===== src/rtl/riscv_ctrl_pkg.sv =====
// Shared encodings for the multicycle RV32I controller:
// FSM states, opcodes, ALU ops and datapath mux selects.
package riscv_ctrl_pkg;

  typedef enum logic [3:0] {
    FETCH     = 4'd0,
    DECODE    = 4'd1,
    MEMADR    = 4'd2,
    MEMREAD   = 4'd3,
    MEMWB     = 4'd4,
    MEMWRITE  = 4'd5,
    EXECR     = 4'd6,
    EXECI     = 4'd7,
    ALUWB     = 4'd8,
    BRANCH    = 4'd9,
    JAL       = 4'd10,
    JALR      = 4'd11,
    JALR_LINK = 4'd12,
    TRAP      = 4'd13
  } state_t;

  localparam logic [6:0] OP_LOAD   = 7'b0000011;
  localparam logic [6:0] OP_STORE  = 7'b0100011;
  localparam logic [6:0] OP_RTYPE  = 7'b0110011;
  localparam logic [6:0] OP_ITYPE  = 7'b0010011;
  localparam logic [6:0] OP_BRANCH = 7'b1100011;
  localparam logic [6:0] OP_JAL    = 7'b1101111;
  localparam logic [6:0] OP_JALR   = 7'b1100111;

  localparam logic [3:0] ALU_ADD  = 4'b0000;
  localparam logic [3:0] ALU_SUB  = 4'b0001;
  localparam logic [3:0] ALU_AND  = 4'b0010;
  localparam logic [3:0] ALU_OR   = 4'b0011;
  localparam logic [3:0] ALU_XOR  = 4'b0100;
  localparam logic [3:0] ALU_SLT  = 4'b0101;
  localparam logic [3:0] ALU_SLTU = 4'b0110;
  localparam logic [3:0] ALU_SLL  = 4'b0111;
  localparam logic [3:0] ALU_SRL  = 4'b1000;
  localparam logic [3:0] ALU_SRA  = 4'b1001;

  localparam logic [1:0] IMM_I = 2'b00;
  localparam logic [1:0] IMM_S = 2'b01;
  localparam logic [1:0] IMM_B = 2'b10;
  localparam logic [1:0] IMM_J = 2'b11;

  localparam logic [1:0] RES_ALUOUT = 2'b00;
  localparam logic [1:0] RES_DATA   = 2'b01;
  localparam logic [1:0] RES_ALURES = 2'b10;

  localparam logic [1:0] SRCA_PC    = 2'b00;
  localparam logic [1:0] SRCA_OLDPC = 2'b01;
  localparam logic [1:0] SRCA_REG   = 2'b10;

  localparam logic [1:0] SRCB_REG  = 2'b00;
  localparam logic [1:0] SRCB_IMM  = 2'b01;
  localparam logic [1:0] SRCB_FOUR = 2'b10;

  // Which branch funct3 codes exist in this build.
  function automatic logic br_legal(
    input logic [2:0] f3,
    input logic       full
  );
    if (!full) return f3 == 3'b000;
    return (f3 != 3'b010) && (f3 != 3'b011);
  endfunction

  // Branch outcome from the flags of rs1 - rs2; c=1 means no borrow.
  function automatic logic br_taken(
    input logic [2:0] f3,
    input logic       z,
    input logic       n,
    input logic       c,
    input logic       v
  );
    logic t;
    case (f3)
      3'b000:  t = z;
      3'b001:  t = !z;
      3'b100:  t = n ^ v;
      3'b101:  t = !(n ^ v);
      3'b110:  t = !c;
      3'b111:  t = c;
      default: t = 1'b0;
    endcase
    return t;
  endfunction

endpackage


===== src/rtl/aludec_ext.sv =====
// ALU operation decoder for R/I-type instructions, with an
// illegal flag for ops the configured ALU cannot perform.
import riscv_ctrl_pkg::*;

module aludec_ext #(
  parameter int ALUCTRL_W = 3
) (
  input  logic [2:0]           funct3,
  input  logic                 funct7b5,
  input  logic                 op5,
  output logic [ALUCTRL_W-1:0] ALUControl,
  output logic                 alu_illegal
);

  localparam bit EXT = (ALUCTRL_W >= 4);

  logic [3:0] code;

  // Map funct3/funct7b5 onto an ALU op; extended ops need a wide ALU.
  always_comb begin
    code        = ALU_ADD;
    alu_illegal = 1'b0;
    unique case (funct3)
      3'b000: code = (op5 && funct7b5) ? ALU_SUB : ALU_ADD;
      3'b010: code = ALU_SLT;
      3'b110: code = ALU_OR;
      3'b111: code = ALU_AND;
      3'b001: begin
        code        = EXT ? ALU_SLL : ALU_ADD;
        alu_illegal = !EXT;
      end
      3'b011: begin
        code        = EXT ? ALU_SLTU : ALU_ADD;
        alu_illegal = !EXT;
      end
      3'b100: begin
        code        = EXT ? ALU_XOR : ALU_ADD;
        alu_illegal = !EXT;
      end
      3'b101: begin
        if (EXT) code = funct7b5 ? ALU_SRA : ALU_SRL;
        alu_illegal = !EXT;
      end
    endcase
  end

  assign ALUControl = ALUCTRL_W'(code);

endmodule


===== src/rtl/multicycle_controller.sv =====
// Multicycle RV32I control FSM: fetch/decode/execute/memory/
// writeback with memory handshake and a sticky illegal trap.
import riscv_ctrl_pkg::*;

module multicycle_controller #(
  parameter int ALUCTRL_W   = 3,
  parameter bit FULL_BRANCH = 1'b1,
  parameter bit MEM_WAIT    = 1'b1
) (
  input  logic                 clk,
  input  logic                 reset,
  input  logic [6:0]           op,
  input  logic [2:0]           funct3,
  input  logic                 funct7b5,
  input  logic                 Zero,
  input  logic                 Neg,
  input  logic                 Carry,
  input  logic                 Overflow,
  input  logic                 mem_ready,
  output logic                 mem_req,
  output logic                 AdrSrc,
  output logic                 MemWrite,
  output logic                 IRWrite,
  output logic                 PCWrite,
  output logic [1:0]           ALUSrcA,
  output logic [1:0]           ALUSrcB,
  output logic [ALUCTRL_W-1:0] ALUControl,
  output logic [1:0]           ResultSrc,
  output logic [1:0]           ImmSrc,
  output logic                 RegWrite,
  output logic                 illegal
);

  localparam logic [ALUCTRL_W-1:0] C_ADD = ALUCTRL_W'(ALU_ADD);
  localparam logic [ALUCTRL_W-1:0] C_SUB = ALUCTRL_W'(ALU_SUB);

  state_t                 state;
  state_t                 dec_next;
  logic                   ready;
  logic [ALUCTRL_W-1:0]   alu_dec;
  logic                   alu_illegal;

  assign ready = MEM_WAIT ? mem_ready : 1'b1;

  aludec_ext #(
    .ALUCTRL_W (ALUCTRL_W)
  ) u_aludec (
    .funct3      (funct3),
    .funct7b5    (funct7b5),
    .op5         (op[5]),
    .ALUControl  (alu_dec),
    .alu_illegal (alu_illegal)
  );

  // Instruction class decides the execute path; bad encodings trap.
  always_comb begin
    dec_next = TRAP;
    case (op)
      OP_LOAD,
      OP_STORE:  dec_next = MEMADR;
      OP_RTYPE:  dec_next = alu_illegal ? TRAP : EXECR;
      OP_ITYPE:  dec_next = alu_illegal ? TRAP : EXECI;
      OP_BRANCH: dec_next =
                   br_legal(funct3, FULL_BRANCH) ? BRANCH : TRAP;
      OP_JAL:    dec_next = JAL;
      OP_JALR:   dec_next = JALR;
      default:   dec_next = TRAP;
    endcase
  end

  // State sequencing plus the sticky trap flag.
  always_ff @(posedge clk or posedge reset) begin
    if (reset) begin
      state   <= FETCH;
      illegal <= 1'b0;
    end else begin
      unique case (state)
        FETCH:    if (ready) state <= DECODE;
        DECODE: begin
          state <= dec_next;
          if (dec_next == TRAP) illegal <= 1'b1;
        end
        MEMADR:   state <= op[5] ? MEMWRITE : MEMREAD;
        MEMREAD:  if (ready) state <= MEMWB;
        MEMWRITE: if (ready) state <= FETCH;
        EXECR,
        EXECI,
        JAL,
        JALR_LINK: state <= ALUWB;
        JALR:      state <= JALR_LINK;
        MEMWB,
        ALUWB,
        BRANCH:    state <= FETCH;
        TRAP:      state <= TRAP;
        default:   state <= FETCH;
      endcase
    end
  end

  // Moore decode of the datapath controls; strobes off in reset.
  always_comb begin
    mem_req    = 1'b0;
    AdrSrc     = 1'b0;
    MemWrite   = 1'b0;
    IRWrite    = 1'b0;
    PCWrite    = 1'b0;
    ALUSrcA    = SRCA_PC;
    ALUSrcB    = SRCB_REG;
    ALUControl = C_ADD;
    ResultSrc  = RES_ALUOUT;
    ImmSrc     = IMM_I;
    RegWrite   = 1'b0;
    unique case (state)
      FETCH: begin
        mem_req   = 1'b1;
        ALUSrcB   = SRCB_FOUR;
        ResultSrc = RES_ALURES;
        IRWrite   = ready;
        PCWrite   = ready;
      end
      DECODE: begin
        ALUSrcA = SRCA_OLDPC;
        ALUSrcB = SRCB_IMM;
        ImmSrc  = IMM_B;
      end
      MEMADR: begin
        ALUSrcA = SRCA_REG;
        ALUSrcB = SRCB_IMM;
        ImmSrc  = op[5] ? IMM_S : IMM_I;
      end
      MEMREAD: begin
        mem_req = 1'b1;
        AdrSrc  = 1'b1;
      end
      MEMWB: begin
        ResultSrc = RES_DATA;
        RegWrite  = 1'b1;
      end
      MEMWRITE: begin
        mem_req  = 1'b1;
        AdrSrc   = 1'b1;
        MemWrite = 1'b1;
      end
      EXECR: begin
        ALUSrcA    = SRCA_REG;
        ALUSrcB    = SRCB_REG;
        ALUControl = alu_dec;
      end
      EXECI: begin
        ALUSrcA    = SRCA_REG;
        ALUSrcB    = SRCB_IMM;
        ALUControl = alu_dec;
      end
      ALUWB: begin
        ResultSrc = RES_ALUOUT;
        RegWrite  = 1'b1;
      end
      BRANCH: begin
        ALUSrcA    = SRCA_REG;
        ALUSrcB    = SRCB_REG;
        ALUControl = C_SUB;
        PCWrite    =
          br_taken(funct3, Zero, Neg, Carry, Overflow);
      end
      JAL: begin
        ALUSrcA = SRCA_OLDPC;
        ALUSrcB = SRCB_FOUR;
        PCWrite = 1'b1;
      end
      JALR: begin
        ALUSrcA   = SRCA_REG;
        ALUSrcB   = SRCB_IMM;
        ImmSrc    = IMM_I;
        ResultSrc = RES_ALURES;
        PCWrite   = 1'b1;
      end
      JALR_LINK: begin
        ALUSrcA = SRCA_OLDPC;
        ALUSrcB = SRCB_FOUR;
      end
      TRAP: begin
      end
      default: begin
      end
    endcase
    if (reset) begin
      mem_req  = 1'b0;
      MemWrite = 1'b0;
      IRWrite  = 1'b0;
      PCWrite  = 1'b0;
      RegWrite = 1'b0;
    end
  end

endmodule


===== config.mk =====
export PLATFORM = sky130hd
export DESIGN_NAME = multicycle_controller
export DESIGN_NICKNAME = d
export VERILOG_FILES = /design/src/rtl/riscv_ctrl_pkg.sv /design/src/rtl/aludec_ext.sv /design/src/rtl/multicycle_controller.sv
export SDC_FILE = /design/constraint.sdc
export NUM_CORES = 1
export LEC_CHECK = 0
export ABC_AREA = 1
export ABC_CLOCK_PERIOD_IN_PS = 1800
export BUFFER_PORTS_ARGS = -buffer_cell sky130_fd_sc_hd__buf_2
export CORE_AREA = 2 2 55 57
export DETAILED_ROUTE_END_ITERATION = 16
export DIE_AREA = 0 0 57 59
export PLACE_DENSITY_LB_ADDON = 0.2
export SETUP_SLACK_MARGIN = 0.05
export SLEW_MARGIN = 20
export SYNTH_ARGS = -nofsm -noshare
export SYNTH_HDL_FRONTEND = slang
export SYNTH_SLANG_ARGS = --single-unit

===== constraint.sdc =====
create_clock -name clk -period 1.8 [get_ports clk]
set_input_delay 0.36 -clock clk [delete_from_list [all_inputs] [get_ports clk]]
set_output_delay 0.36 -clock clk [all_outputs]
set_load 0.05 [all_outputs]

==> metrics.yaml <==
syn_avg_cell_area_um2: 5.62
fin_nets: 205
cts.clk_slew.worst_paths_ns: 0.05
hold_violations: 0
place_inst: 206
status: "complete, but fails checks"
fillers: 291
crit_chain: "nor2_4, inv_2, nor3_4, a21oi_2, nand2_1, buf_6"
clockBufferDepth: 2
vias: 1028
p_seq_share_pct: 12.0
internal-power_mw: 0.754
ys_seq_elements: 5
yosysWarnings: 0
clockPowerShare_pct: 7.2
ir_worst_vdd_uv: 1230
met3_usage_pct: 1.97
ys_top_cells_by_area: "nand2_1, dfrtp_1, nor2_1"
swShare_pct: 59.5
maxCapViolCount: 0
top_usage_layer: "met2"
yosys-top-cells-count: "nand2_1, nor2_1, inv_1, nand3_1, inv_2"
total_power_mw: 1.86
slowest_stage: "dfrtp_2"
end_kind: "output pin"
grt_pass1_vias: 1035
fp.dieH_um: 59
met2_usage_pct: 30.5
ys_types: 27
dieWidth_um: 57
final_antenna_net_count: 0
worst_clock_skew_ns: 0.00510
grt_max_degree: 9
fin_util_pct: 47.8
synthCells: 140
seq_area_frac_synth_pct: 15.9
io_buffers: 35
reg2reg_from: "state[2]$_DFFE_PP0P_"
dr.pass1.iters: 4
failed_checks: "setup timing"
drt_iter0_markers: 22
grt_setup_unrepaired: "true"
grt_use_total_pct: 15.2
cts_htree_levels: 1
cts_buffers: 3
critPathMaxStageDelay_ns: 0.47
required_ns: 1.44
vias_per_cell: 4.74
cp-start-kind: "register"
grt_use_met1_pct: 16.7
grt_pass1_wl_um: 4140
drc: 0
core-area_um2: 2710
setup_viol: 3
synth_nets: 158
drive_gt1_share_pct: 50.5
crit_start: "state[0]$_DFFE_PP0P_"
yosysMostFrequentCell: "nand2_1"
gr-total-overflow: 0
final.period_utilization_pct: 101
dp_hpwl_um: 1900
finalMaxSlewViolations: 0
wl_um: 2550
place.gp.congestion: 0.876
finalNonFillerCells: 217
clkLatencyLatePin_ns: 0.24
io_pins: 36
p_leak_nw: 0.685
fmax_mhz: 549
cts_tree: "built"
wl_per_cell_um: 11.7
netlist_area_um2: 787
yosys.area.top_type: "nand2_1"
diodes: 0
powerDensity_nw_per_um2: 1440
async_flop_share_pct: 100
criticalPathCategory: "reg -> out"
arrival_ns: 1.46
synth-edff-count: 0
rows: 19
synth_top_area_share_pct: 18.6
pwr-share-comb_pct: 80.9
start_util_pct: 29.0
ys.flop_type: "dfrtp_1"
p_switching_mw: 1.11
area_delta_synth_final_pct: 64.5
cts_hold_buf: 0
die_area_um2: 3360
clock-sinks: 5
antenna_found_initial: 0
critPathMaxFanout: 5
cts_root_buf: "clkbuf_4"
setup_ws_ns: -0.0209
relSlewSlack_pct: 83.1
period_minus_slack_ns: 1.82
worst_pin_slew_ns: 0.252
hold_class: "in -> async"
==> flip-flops by register name (all words and copies together) (netlist names) <==
name / cells
illegal: 1
state: 4
==> per-layer routing <==
metal | vias up | share of wire, %
met5 | - | 0
met1 | 469 | 40
met4 | 0 | 0
met3 | 0 | 3.3
li1 | 536 | -
met2 | 23 | 56
==> worst paths after layout <==
check                                            end  slack, ns  depth (start not counted)
worst max-delay path                      ALUSrcA[0]      -0.02                          6
worst min-delay path            state[2]$_DFFE_PP0P_       0.15                          3
worst max register to register  state[2]$_DFFE_PP0P_       0.39                         10
worst min register to register   illegal$_DFFE_PP0P_       0.47                          2
max in group asynchronous       state[3]$_DFFE_PP0P_       1.52                          3
min in group clk                state[1]$_DFFE_PP0P_       0.43                          2
==> worst max-delay path: cells and delay by family, from the launching register on <==
kind                   cells  cell delay [ns]
flip-flops                 1             0.47
AND/OR/NAND/NOR            3             0.44
buffers and inverters      2             0.24
AO/OA/AOI/OAI              1             0.07
==> cells in the final DEF (no fill, tap or decap) <==
cell / Yosys / final
nand4_1: 1 / 1
nor3_4: 0 / 1
and3_1: 1 / 1
nand3_1: 10 / 9
clkbuf_4: 0 / 3
a21oi_2: 1 / 2
clkbuf_1: 0 / 1
or2_0: 1 / 1
a21oi_4: 0 / 1
nand2_2: 6 / 7
buf_8: 0 / 1
o21ai_0: 4 / 1
nor4_4: 0 / 1
a21oi_1: 4 / 2
nor2_1: 19 / 13
o21ai_2: 0 / 3
dfrtp_1: 5 / 2
inv_2: 7 / 9
o211ai_1: 2 / 2
nor2_2: 1 / 5
nor3_2: 1 / 2
xor2_1: 2 / 2
buf_2: 2 / 18
dfrtp_2: 0 / 3
buf_6: 0 / 12
a32oi_1: 1 / 1
nand3_2: 3 / 4
nor2_4: 4 / 6
xnor2_1: 1 / 1
o22ai_2: 0 / 1
buf_4: 0 / 13
nand2_1: 39 / 36
o221ai_1: 1 / 1
nand2_4: 0 / 2
o21ai_1: 4 / 4
inv_1: 16 / 14
==> repair_timing <==
item | 4_1_cts | 5_1_grt
endpoints found under the setup margin | 16 | 17
pin swaps | 5 | 7
gates resized for setup | 35 | 27
setup buffers | 4 | 3
==> cells by family (layout without fill, tap and decap cells) <==
family / Yosys count / after routing / synth area share, %
AO/OA/AOI/OAI: 18 / 18 / 13.7
XOR/XNOR: 3 / 3 / 3.34
buffers and inverters: 25 / 71 / 12.2
flip-flops: 5 / 5 / 15.9
AND/OR/NAND/NOR: 89 / 89 / 54.9
==> stage by stage <==
stage	TNS, ns	hold slack, ns	worst slack [ns]	cell area [µm²]
after floorplan	-0.435	0.147	-0.256	816
after global placement	0	0.409	0.0605	1030
after detailed placement	0	0.420	0.0445	1030
after CTS	-0.00308	0.153	-0.00156	1190
after global routing	-0.449	0.176	-0.0818	1290
final	-0.0407	0.154	-0.0209	1290
==> power by group through the flow <==
stage,registers (mW),logic (mW),clock network (mW)
floorplan,0.188,0.899,0
global placement,0.199,1.13,0
detailed placement,0.200,1.13,0
CTS,0.215,1.33,0.140
global route,0.228,1.61,0.144
finish,0.223,1.51,0.133
==> area by class of cell <==
type                    instances  area, µm²  share of cell area [%]
inverters                      23       86.3                    6.67
repair buffers                 44        338                    26.1
well taps                      31       38.8                    3.00
flip-flops and latches          5        129                    9.95
clock buffers                   4       26.3                    2.03
multi-input cells             110        677                    52.3
(Power assumes the default switching activity.)
